===== config.mk =====
export PLATFORM = sky130hd
export DESIGN_NAME = alu_share_ctrl_flat
export DESIGN_NICKNAME = d
export VERILOG_FILES = /design/src/rtl/alu_pkg.sv /design/src/rtl/alu_share_ctrl_if.sv /design/src/rtl/rr_arb2.sv /design/src/rtl/alu_share_ctrl.sv /design/src/flat_wrapper.sv
export SDC_FILE = /design/constraint.sdc
export NUM_CORES = 1
export LEC_CHECK = 0
export BUFFER_PORTS_ARGS = -buffer_cell sky130_fd_sc_hd__buf_2
export CAP_MARGIN = 20
export CORE_MARGIN = 2
export CORE_UTILIZATION = 36
export CTS_CLUSTER_DIAMETER = 200
export DETAILED_ROUTE_END_ITERATION = 12
export PLACE_DENSITY_LB_ADDON = 0.3
export SYNTH_ARGS = -nofsm -noshare
export SYNTH_HDL_FRONTEND = slang
export SYNTH_SLANG_ARGS = --single-unit

===== constraint.sdc =====
create_clock -name clk -period 2.2 [get_ports clk]
set_input_delay 0.11 -clock clk [delete_from_list [all_inputs] [get_ports clk]]
set_output_delay 0.11 -clock clk [all_outputs]
set_load 0.02 [all_outputs]

===== src/rtl/alu_pkg.sv =====
// alu_pkg: shared definitions for the ALU sharing controller.
//   - ALU operand/opcode widths
//   - opcode constants (opcodes 8..F are passed through untouched)
//   - flag bit indices within alu_flags / alu_en / flag register
//   - arbitration FSM state encoding
package alu_pkg;

    localparam int unsigned DW  = 16;
    localparam int unsigned OPW = 4;

    localparam logic [OPW-1:0] OP_ADD    = 4'h0;
    localparam logic [OPW-1:0] OP_SUB    = 4'h1;
    localparam logic [OPW-1:0] OP_XOR    = 4'h2;
    localparam logic [OPW-1:0] OP_RED    = 4'h3;
    localparam logic [OPW-1:0] OP_SLL    = 4'h4;
    localparam logic [OPW-1:0] OP_SRA    = 4'h5;
    localparam logic [OPW-1:0] OP_ROR    = 4'h6;
    localparam logic [OPW-1:0] OP_PADDSB = 4'h7;
    localparam logic [OPW-1:0] OP_LW     = 4'h8;
    localparam logic [OPW-1:0] OP_SW     = 4'h9;
    localparam logic [OPW-1:0] OP_LLB    = 4'hA;
    localparam logic [OPW-1:0] OP_LHB    = 4'hB;

    localparam int unsigned FLAG_Z = 2;
    localparam int unsigned FLAG_V = 1;
    localparam int unsigned FLAG_N = 0;

    typedef enum logic [1:0] {
        ST_ARB   = 2'd0,
        ST_LOCK0 = 2'd1,
        ST_LOCK1 = 2'd2
    } arb_state_e;

endpackage


===== src/rtl/alu_share_ctrl_if.sv =====
// alu_share_ctrl_if: bundle of all signals around the ALU sharing controller.
//   r0_* / r1_*      : requester handshakes (valid/lock/op/a/b in, ready out)
//   alu_*            : ALU drive (op/in1/in2) and ALU return (out/flags/en)
//   resp_*           : one-cycle-latency registered response
//   flag_z/v/n       : architectural flag register
// Modports: slave = controller side, master = requester/ALU environment side.
interface alu_share_ctrl_if;
    import alu_pkg::*;

    logic           r0_valid, r0_lock, r0_ready;
    logic [OPW-1:0] r0_op;
    logic [DW-1:0]  r0_a, r0_b;
    logic           r1_valid, r1_lock, r1_ready;
    logic [OPW-1:0] r1_op;
    logic [DW-1:0]  r1_a, r1_b;

    logic [OPW-1:0] alu_op;
    logic [DW-1:0]  alu_in1, alu_in2, alu_out;
    logic [2:0]     alu_flags, alu_en;

    logic           resp_valid, resp_id;
    logic [DW-1:0]  resp_data;
    logic           flag_z, flag_v, flag_n;

    modport slave (
        input  r0_valid, r0_lock, r0_op, r0_a, r0_b,
        input  r1_valid, r1_lock, r1_op, r1_a, r1_b,
        input  alu_out, alu_flags, alu_en,
        output r0_ready, r1_ready,
        output alu_op, alu_in1, alu_in2,
        output resp_valid, resp_id, resp_data,
        output flag_z, flag_v, flag_n
    );

    modport master (
        output r0_valid, r0_lock, r0_op, r0_a, r0_b,
        output r1_valid, r1_lock, r1_op, r1_a, r1_b,
        output alu_out, alu_flags, alu_en,
        input  r0_ready, r1_ready,
        input  alu_op, alu_in1, alu_in2,
        input  resp_valid, resp_id, resp_data,
        input  flag_z, flag_v, flag_n
    );

endinterface


===== src/rtl/rr_arb2.sv =====
// rr_arb2: two-way round-robin arbiter with ownership lock.
//   clk, rst  : clock, synchronous active-high reset
//   valid_i   : request per requester
//   lock_i    : requester keeps ownership after its accepted op
//   gnt_o     : one-hot (or zero) grant, combinational from state and valids;
//               a grant is an accept since it only rises with valid
module rr_arb2
    import alu_pkg::*;
#(
    parameter int RR_START = 0
) (
    input  logic       clk,
    input  logic       rst,
    input  logic [1:0] valid_i,
    input  logic [1:0] lock_i,
    output logic [1:0] gnt_o
);

    arb_state_e state_q;
    logic       rr_ptr_q;

    always_comb begin
        gnt_o = '0;
        if (!rst) begin
            unique case (state_q)
                ST_ARB: begin
                    if (&valid_i) gnt_o[rr_ptr_q] = 1'b1;
                    else          gnt_o           = valid_i;
                end
                ST_LOCK0: gnt_o[0] = valid_i[0];
                ST_LOCK1: gnt_o[1] = valid_i[1];
                default:  gnt_o    = '0;
            endcase
        end
    end

    // Idle cycles while locked leave the state untouched, so ownership survives.
    always_ff @(posedge clk) begin
        if (rst) begin
            state_q  <= ST_ARB;
            rr_ptr_q <= (RR_START != 0);
        end else if (gnt_o[0]) begin
            rr_ptr_q <= 1'b1;
            state_q  <= lock_i[0] ? ST_LOCK0 : ST_ARB;
        end else if (gnt_o[1]) begin
            rr_ptr_q <= 1'b0;
            state_q  <= lock_i[1] ? ST_LOCK1 : ST_ARB;
        end
    end

endmodule


===== src/rtl/alu_share_ctrl.sv =====
// alu_share_ctrl: shares one 16-bit ALU between the execute stage (r0) and
// the address/branch-target unit (r1).
//   clk, rst : clock, synchronous active-high reset
//   bus      : alu_share_ctrl_if.slave (requesters, ALU, response, flags)
//   perf_*   : saturating grant/conflict counters, present only when
//              ALU_SHARE_PERF_EN is defined
// Only r0 accepts write the ZVN flag register, bit-wise gated by alu_en.
module alu_share_ctrl
    import alu_pkg::*;
#(
    parameter int RR_START = 0
) (
    input  logic              clk,
    input  logic              rst,
    alu_share_ctrl_if.slave   bus
`ifdef ALU_SHARE_PERF_EN
    ,
    output logic [15:0]       perf_grant0,
    output logic [15:0]       perf_grant1,
    output logic [15:0]       perf_conflict
`endif
);

    logic [1:0]    gnt;
    logic          resp_valid_q, resp_id_q;
    logic [DW-1:0] resp_data_q;
    logic [2:0]    flags_q;

    rr_arb2 #(.RR_START(RR_START)) u_arb (
        .clk     (clk),
        .rst     (rst),
        .valid_i ({bus.r1_valid, bus.r0_valid}),
        .lock_i  ({bus.r1_lock,  bus.r0_lock}),
        .gnt_o   (gnt)
    );

    assign bus.r0_ready = gnt[0];
    assign bus.r1_ready = gnt[1];

    always_comb begin
        bus.alu_op  = '0;
        bus.alu_in1 = '0;
        bus.alu_in2 = '0;
        if (gnt[0]) begin
            bus.alu_op  = bus.r0_op;
            bus.alu_in1 = bus.r0_a;
            bus.alu_in2 = bus.r0_b;
        end else if (gnt[1]) begin
            bus.alu_op  = bus.r1_op;
            bus.alu_in1 = bus.r1_a;
            bus.alu_in2 = bus.r1_b;
        end
    end

    always_ff @(posedge clk) begin
        if (rst) begin
            resp_valid_q <= 1'b0;
            resp_id_q    <= 1'b0;
            resp_data_q  <= '0;
            flags_q      <= '0;
        end else begin
            resp_valid_q <= |gnt;
            if (|gnt) begin
                resp_id_q   <= gnt[1];
                resp_data_q <= bus.alu_out;
            end
            if (gnt[0]) begin
                for (int unsigned k = 0; k < 3; k++) begin
                    if (bus.alu_en[k]) flags_q[k] <= bus.alu_flags[k];
                end
            end
        end
    end

    assign bus.resp_valid = resp_valid_q;
    assign bus.resp_id    = resp_id_q;
    assign bus.resp_data  = resp_data_q;
    assign bus.flag_z     = flags_q[FLAG_Z];
    assign bus.flag_v     = flags_q[FLAG_V];
    assign bus.flag_n     = flags_q[FLAG_N];

`ifdef ALU_SHARE_PERF_EN
    logic [15:0] pg0_q, pg1_q, pc_q;
    logic        conflict;

    assign conflict = (bus.r0_valid & ~gnt[0]) | (bus.r1_valid & ~gnt[1]);

    always_ff @(posedge clk) begin
        if (rst) begin
            pg0_q <= '0;
            pg1_q <= '0;
            pc_q  <= '0;
        end else begin
            if (gnt[0] && pg0_q != '1) pg0_q <= pg0_q + 16'd1;
            if (gnt[1] && pg1_q != '1) pg1_q <= pg1_q + 16'd1;
            if (conflict && pc_q != '1) pc_q <= pc_q + 16'd1;
        end
    end

    assign perf_grant0   = pg0_q;
    assign perf_grant1   = pg1_q;
    assign perf_conflict = pc_q;
`endif

endmodule


===== src/flat_wrapper.sv =====
// flat-port wrapper written by rule: the top's interface ports become plain ports
module alu_share_ctrl_flat import alu_pkg::*;
#(
    parameter int RR_START = 0
)
  (clk, rst, bus_r0_valid, bus_r0_lock, bus_r0_op, bus_r0_a, bus_r0_b, bus_r1_valid, bus_r1_lock, bus_r1_op, bus_r1_a, bus_r1_b, bus_alu_out, bus_alu_flags, bus_alu_en, bus_r0_ready, bus_r1_ready, bus_alu_op, bus_alu_in1, bus_alu_in2, bus_resp_valid, bus_resp_id, bus_resp_data, bus_flag_z, bus_flag_v, bus_flag_n);
  alu_share_ctrl_if bus_i ();
  input  logic clk;
  input  logic rst;
  input wire logic [$bits(bus_i.r0_valid)-1:0] bus_r0_valid;
  input wire logic [$bits(bus_i.r0_lock)-1:0] bus_r0_lock;
  input wire logic [$bits(bus_i.r0_op)-1:0] bus_r0_op;
  input wire logic [$bits(bus_i.r0_a)-1:0] bus_r0_a;
  input wire logic [$bits(bus_i.r0_b)-1:0] bus_r0_b;
  input wire logic [$bits(bus_i.r1_valid)-1:0] bus_r1_valid;
  input wire logic [$bits(bus_i.r1_lock)-1:0] bus_r1_lock;
  input wire logic [$bits(bus_i.r1_op)-1:0] bus_r1_op;
  input wire logic [$bits(bus_i.r1_a)-1:0] bus_r1_a;
  input wire logic [$bits(bus_i.r1_b)-1:0] bus_r1_b;
  input wire logic [$bits(bus_i.alu_out)-1:0] bus_alu_out;
  input wire logic [$bits(bus_i.alu_flags)-1:0] bus_alu_flags;
  input wire logic [$bits(bus_i.alu_en)-1:0] bus_alu_en;
  output wire logic [$bits(bus_i.r0_ready)-1:0] bus_r0_ready;
  output wire logic [$bits(bus_i.r1_ready)-1:0] bus_r1_ready;
  output wire logic [$bits(bus_i.alu_op)-1:0] bus_alu_op;
  output wire logic [$bits(bus_i.alu_in1)-1:0] bus_alu_in1;
  output wire logic [$bits(bus_i.alu_in2)-1:0] bus_alu_in2;
  output wire logic [$bits(bus_i.resp_valid)-1:0] bus_resp_valid;
  output wire logic [$bits(bus_i.resp_id)-1:0] bus_resp_id;
  output wire logic [$bits(bus_i.resp_data)-1:0] bus_resp_data;
  output wire logic [$bits(bus_i.flag_z)-1:0] bus_flag_z;
  output wire logic [$bits(bus_i.flag_v)-1:0] bus_flag_v;
  output wire logic [$bits(bus_i.flag_n)-1:0] bus_flag_n;
  assign bus_i.r0_valid = bus_r0_valid;
  assign bus_i.r0_lock = bus_r0_lock;
  assign bus_i.r0_op = bus_r0_op;
  assign bus_i.r0_a = bus_r0_a;
  assign bus_i.r0_b = bus_r0_b;
  assign bus_i.r1_valid = bus_r1_valid;
  assign bus_i.r1_lock = bus_r1_lock;
  assign bus_i.r1_op = bus_r1_op;
  assign bus_i.r1_a = bus_r1_a;
  assign bus_i.r1_b = bus_r1_b;
  assign bus_i.alu_out = bus_alu_out;
  assign bus_i.alu_flags = bus_alu_flags;
  assign bus_i.alu_en = bus_alu_en;
  assign bus_r0_ready = bus_i.r0_ready;
  assign bus_r1_ready = bus_i.r1_ready;
  assign bus_alu_op = bus_i.alu_op;
  assign bus_alu_in1 = bus_i.alu_in1;
  assign bus_alu_in2 = bus_i.alu_in2;
  assign bus_resp_valid = bus_i.resp_valid;
  assign bus_resp_id = bus_i.resp_id;
  assign bus_resp_data = bus_i.resp_data;
  assign bus_flag_z = bus_i.flag_z;
  assign bus_flag_v = bus_i.flag_v;
  assign bus_flag_n = bus_i.flag_n;
  alu_share_ctrl #(.RR_START(RR_START)) u_core (.clk(clk), .rst(rst), .bus(bus_i));
endmodule

# [Yosys cells after proc, flatten, opt, wreduce, memory -nomap -nowiden]
# Cells that the tools add are included.
[op_classes] div=0 mux=18 n_lt_le_gt_ge=2 n_bitwise=0 n_shift=0 n_reduce_logical=8 eq_ne=2 addsub=0 mul=0
[op_table] cell="$mux 16" count=4
[op_table] cell="$mux 2" count=5
[op_table] cell="$mux 4" count=2
[op_table] cell="$reduce_and 2->1" count=4
[op_table] cell="$mux 1" count=4
[op_table] cell="$pmux 1 s2" count=2
[op_table] cell="$eq 2x1->1 const B" count=1
[op_table] cell="$eq 2x2->1 const B" count=1
[op_table] cell="$logic_not 2->1" count=1
[op_table] cell="$lt 1x2->1 const B" count=1
[op_table] cell="$reduce_bool 2->1" count=1
[op_table] cell="$reduce_or 2->1" count=1
[op_table] cell="$demux 1 s1" count=1
[op_table] cell="$ge 1x1->1 const B" count=1
[op_table] cell="$logic_and 1x1->1" count=1
[totals] ram_bits=0 input_bits=100 wordCells=38 latchBits=0 reg_bits=24 n_memories=0 romBits=0 output_inout_bits=59

# [Longest topological paths before layout]
[depth] ltp_word=9 mapped_depth=6 depth_no_buf=3

# [Modules after synthesis]
# A second synthesis with hierarchy kept.
[unflattened] hier_cells=161 area_unflattened_um2=1452.6
[by_module_without_submodules] module="alu_share_ctrl" seq_area_each_um2=420.4 area_per_inst_um2=1295.0 cells_each=141 n_inst=1
[by_module_without_submodules] module="rr_arb2" seq_area_each_um2=60.1 area_per_inst_um2=157.7 cells_each=20 n_inst=1

# [Least setup slack after synthesis]
# Ideal clock, no wire load.
[synth_path] kind="register to output" start="register u_core.u_arb.state_q[1]" end="output port bus_alu_in1[10]" arrival_time_ps=1256 stages_incl_launch_ff=7 path_slack_ps=834 path_buffers=3 t_required_ps=2090 path_cell_list="dfxtp_1 -> nand2b_4 -> buf_6 -> o211a_1 -> buf_6 -> buf_6 -> a22o_1"
[synth_between] elab_chain_len=5 elab_cells_between_ends=8 cone_classes="2 x eq/ne; 5 x mux; 1 x reduce/logical"
[synth_lines] item="start, declared" line="rr_arb2.sv:19" source="arb_state_e state_q;"
[synth_lines] item="start signal, assigned" line="rr_arb2.sv:44" source="state_q <= lock_i[0] ? ST_LOCK0 : ST_ARB;"
[synth_lines] item="start signal, assigned" line="rr_arb2.sv:47" source="state_q <= lock_i[1] ? ST_LOCK1 : ST_ARB;"
[synth_lines] item="$eq 2x2->1 or $logic_not 2->1 (tied branches)" line="rr_arb2.sv:25" source="unique case (state_q)"
[synth_lines] item="$pmux 1 s2" line="rr_arb2.sv:25"
[synth_lines] item="$mux 2 (*)" line="rr_arb2.sv:24" source="if (!rst) begin"
[synth_lines] item="$mux 16" line="alu_share_ctrl.sv:48" source="end else if (gnt[1]) begin"
[synth_lines] item="$mux 16 (*)" line="alu_share_ctrl.sv:44" source="if (gnt[0]) begin"
[synth_lines] item="end, declared" line="flat_wrapper.sv:26" source="output wire logic [$bits(bus_i.alu_in1)-1:0] bus_alu_in1;"
# Mark *: on every way between the ends. The rest lies on a longest branch, timed or not.

# [Worst setup path in the final report]
[layout_path] start="register u_core.u_arb.state_q[1]" end="output port bus_alu_op[0]"
[layout_between] elab_chain_len=5 elab_cells_between_ends=8 cone_classes="2 x eq/ne; 5 x mux; 1 x reduce/logical"
[layout_lines] item="$eq 2x2->1 or $logic_not 2->1 (tied branches)" line="rr_arb2.sv:25"
[layout_lines] item="$pmux 1 s2" line="rr_arb2.sv:25"
[layout_lines] item="$mux 2 (*)" line="rr_arb2.sv:24"
[layout_lines] item="$mux 4" line="alu_share_ctrl.sv:48"
[layout_lines] item="$mux 4 (*)" line="alu_share_ctrl.sv:44"
[layout_lines] item="end, declared" line="flat_wrapper.sv:25" source="output wire logic [$bits(bus_i.alu_op)-1:0] bus_alu_op;"
# Marks and branches as above.

==> impl_results.md <==
* Outcome: completed
* Proportion of synthesized chip area in sequential cells at 34.85%
* Max Freq at 0.5049 GHz
* Pwr per Cell Area at 594.6 nW/um^2
* Data arrival time of the critical path at 1.87 ns
* Residual overflow from global routing at 0
* Largest net degree at the start of global routing at 39
* Kind of start point of the critical path: flip-flop
* Worst setup slack for register-to-register paths at 0.76 ns
* Syn Area/Cell at 10.06 um^2
* Final Hold Vio Count at 0
* Clock period minus worst slack at 1.980 ns
* Clk Latency, worst-skew pair at 0.26 ns
* Critical Setup Path Class: flip-flop to output pin
* Via-per-instance ratio at 5.027
* Largest fanout on the critical path at 38
* Io pins at 159
* Number of input and output port buffers inserted at 158
* Chip width at 65.89 um
* Worst EP required at 2.09 ns
* Count of unresolved DRC violations after routing at 0
* Vias in the first global route at 1,509
* Capturing instance or port of the critical path: bus_alu_op[0]
* Detailed Route WL at 4829 um
* Distinct cell type count of the synthesized netlist at 25
* Floorplan Core Area at 3661 um^2
* Post-Syn Nets at 237
* Critical path capture point type: output pin
* Total number of nets in the final design at 387
* Number of register bits inferred by synthesis at 24
* Max-capacitance violation count at 0
* Initial antenna violation count at 0
* Filler instances at 337
* Layout area overhead at 60.34%
* Num Clock Sinks at 24
* Number of instances in the synthesized netlist at 137
* Dpl hpwl at 3859 um
* End-of-flow core utilization at 60.39%
* Unrepaired setup endpoints after global routing: false
* Hold Path Class: input port to flip-flop
* Clock buffers created by TritonCTS at 3
* Via count at 1,679
* Final non-filler cell total at 334
* CTS max path bufs at 2
* Root buffer cell: sky130_fd_sc_hd__clkbuf_8
* Final setup vio count at 0
* Lkg Pwr at 1.250 nW
* Final GP Congestion at 0.7701
* Crit path launch: u_core.u_arb.state_q[1]
* Clk slew on worst S/H paths at 0.09 ns
* Slew at the pin closest to its max-slew limit at 0.4472 ns
* Total negative setup slack at 0 ns
* Clock tree from TritonCTS: built
* Rel. slew slack at 70.12%
* Buffer count from post-CTS setup fixing at 0
* Worst vdd rail ir drop at 0.4760 mV
* Reg-to-reg endpoint: u_core.bus.resp_id
* Number of cell instances on the worst register-to-register path at 4
* Synth Warn # at 0
* Number of pins with negative max-slew slack in the final report at 0
* Number of standard-cell rows in the floorplan at 22
* Startpoint of the worst-slack reg-to-reg timing path: u_core.u_arb.state_q[1]
* Instance count after placement with tap cells included at 330
* Number of gates given a new drive strength after cts at 0
* Post-route ant nets at 0
* Floorplan die height at 65.89 um
* Proportion of layout cells with a drive suffix above 1 at 65.38%
* GRT Util Overall at 20.47%
* Initial core utilization at 37.66%
* Hold buffer count at CTS at 0
* Iteration-0 DRC count of the detailed router at 39
* Total standard cell area after synthesis at 1379 um^2
* Number of antenna diodes at 0
* First-pass GRT wire length at 6920 um
* Die ar. at 4341 um^2
* Detailed-routing iteration count for the pre-antenna-repair pass at 4
* Average routed wire per standard cell at 14.46 um
* Crit share post-route at 90.02%
* H-tree depth at 1
* Post-Route Skew at 0.003876 ns
placed cells by master, fill, tap and decap left out, types with 2 or more instances in the layout:
cell type                  Yosys  routed
sky130_fd_sc_hd__clkbuf_8      0       3
sky130_fd_sc_hd__nand2b_1      2       2
sky130_fd_sc_hd__a21oi_1       2       2
sky130_fd_sc_hd__nor3b_1       3       3
sky130_fd_sc_hd__a21bo_2      16      16
sky130_fd_sc_hd__nand2_1       7       7
sky130_fd_sc_hd__mux2i_1       3       3
sky130_fd_sc_hd__dfxtp_1      24      24
sky130_fd_sc_hd__a22o_1       36      36
sky130_fd_sc_hd__nand4_1      16      16
sky130_fd_sc_hd__buf_4         2       3
sky130_fd_sc_hd__buf_2         5     158
cell usage after synthesis, drive strengths merged:
library cell   n  area [um^2]
a21bo         16        160.2
a21oi          3        26.28
a22o          36        315.3
a31o           1        8.760
a32o           1        10.01
and3b          1        8.760
buf           13        107.6
clkbuf         3        11.26
dfxtp         24        480.5
inv            1        3.750
mux2i          3        30.03
nand2          7        26.28
nand2b         3        26.27
nand4         16        100.1
nor2           1        3.750
nor2b          1        6.260
nor3           1        10.01
nor3b          3        22.52
o211a          1        10.01
o21ai          1        5.000
or2            1        6.260
registers in the layout, indices dropped and copies added (netlist names):
signal,flops
u_core.bus.resp_valid,1
u_core.bus.resp_data,16
u_core.bus.resp_id,1
u_core.flags_q,3
u_core.u_arb.state_q,2
u_core.u_arb.rr_ptr_q,1
critical path: stages (launching register included):
cell	delay (ns)
sky130_fd_sc_hd__dfxtp_1	0.32
sky130_fd_sc_hd__nand2b_4	0.27
sky130_fd_sc_hd__nor3_4	0.21
sky130_fd_sc_hd__buf_4	0.36
sky130_fd_sc_hd__a22o_1	0.26
sky130_fd_sc_hd__buf_2	0.19
logic make-up (layout without fill, tap and decap cells):
family / Yosys count / after routing / share of synthesized area [%]
buf+inv: 17 / 166 / 8.892
flops: 24 / 24 / 34.85
simple gates: 34 / 34 / 15.25
compound gates: 59 / 59 / 38.84
mux: 3 / 3 / 2.178
power by group:
group | switching [mW] | total [mW] | internal (mW)
Combinational | 0.251 | 0.450 | 0.199
Sequential | 0.0162 | 0.484 | 0.468
Clock | 0.137 | 0.380 | 0.243
layer usage:
layer	vias to the layer above	track usage (%)	wire, um
met4	0	10.68	131
met1	750	23.46	1776
met2	85	35.48	2475
met3	10	4.259	446
met5	-	0	0
li1	834	-	-
worst min-delay path by stage:
stage | startpoint | end | slack [ns] | depth (start not counted)
6_report | bus_alu_out[10] | u_core.bus.resp_data[10] | 0.05 | 2
5_1_grt | bus_alu_out[10] | u_core.bus.resp_data[10] | 0.03 | 2
4_1_cts | bus_alu_out[4] | u_core.bus.resp_data[4] | 0.04 | 2
3_5_place_dp | bus_alu_out[10] | u_core.bus.resp_data[10] | 0.32 | 2
3_3_place_gp | bus_alu_out[10] | u_core.bus.resp_data[10] | 0.32 | 2
2_1_floorplan | rst | u_core.u_arb.rr_ptr_q | 0.18 | 1
layout make-up:
class / count / area, um^2 / area share [%]
clock buffer: 3 / 41.29 / 1.868
clock inverter: 1 / 30.03 / 1.358
inverter: 1 / 3.754 / 0.1698
multi-input combinational: 96 / 782.0 / 35.37
sequential: 24 / 480.5 / 21.73
tap: 48 / 60.06 / 2.716
timing repair buffer: 161 / 813.3 / 36.79
through the flow:
step                cell area (um^2)  worst slack [ns]  hold WS (ns)  total power [mW]
floorplan                       1379            0.8342        0.1791            0.7733
global placement                2140            0.5285        0.3183            0.9431
detailed placement              2140            0.5070        0.3212            0.9459
CTS                             2211            0.2107       0.04336             1.325
global route                    2211            0.1372       0.03406             1.382
finish                          2211            0.2196       0.04589             1.315
Power figures use the tool's default switching activity.
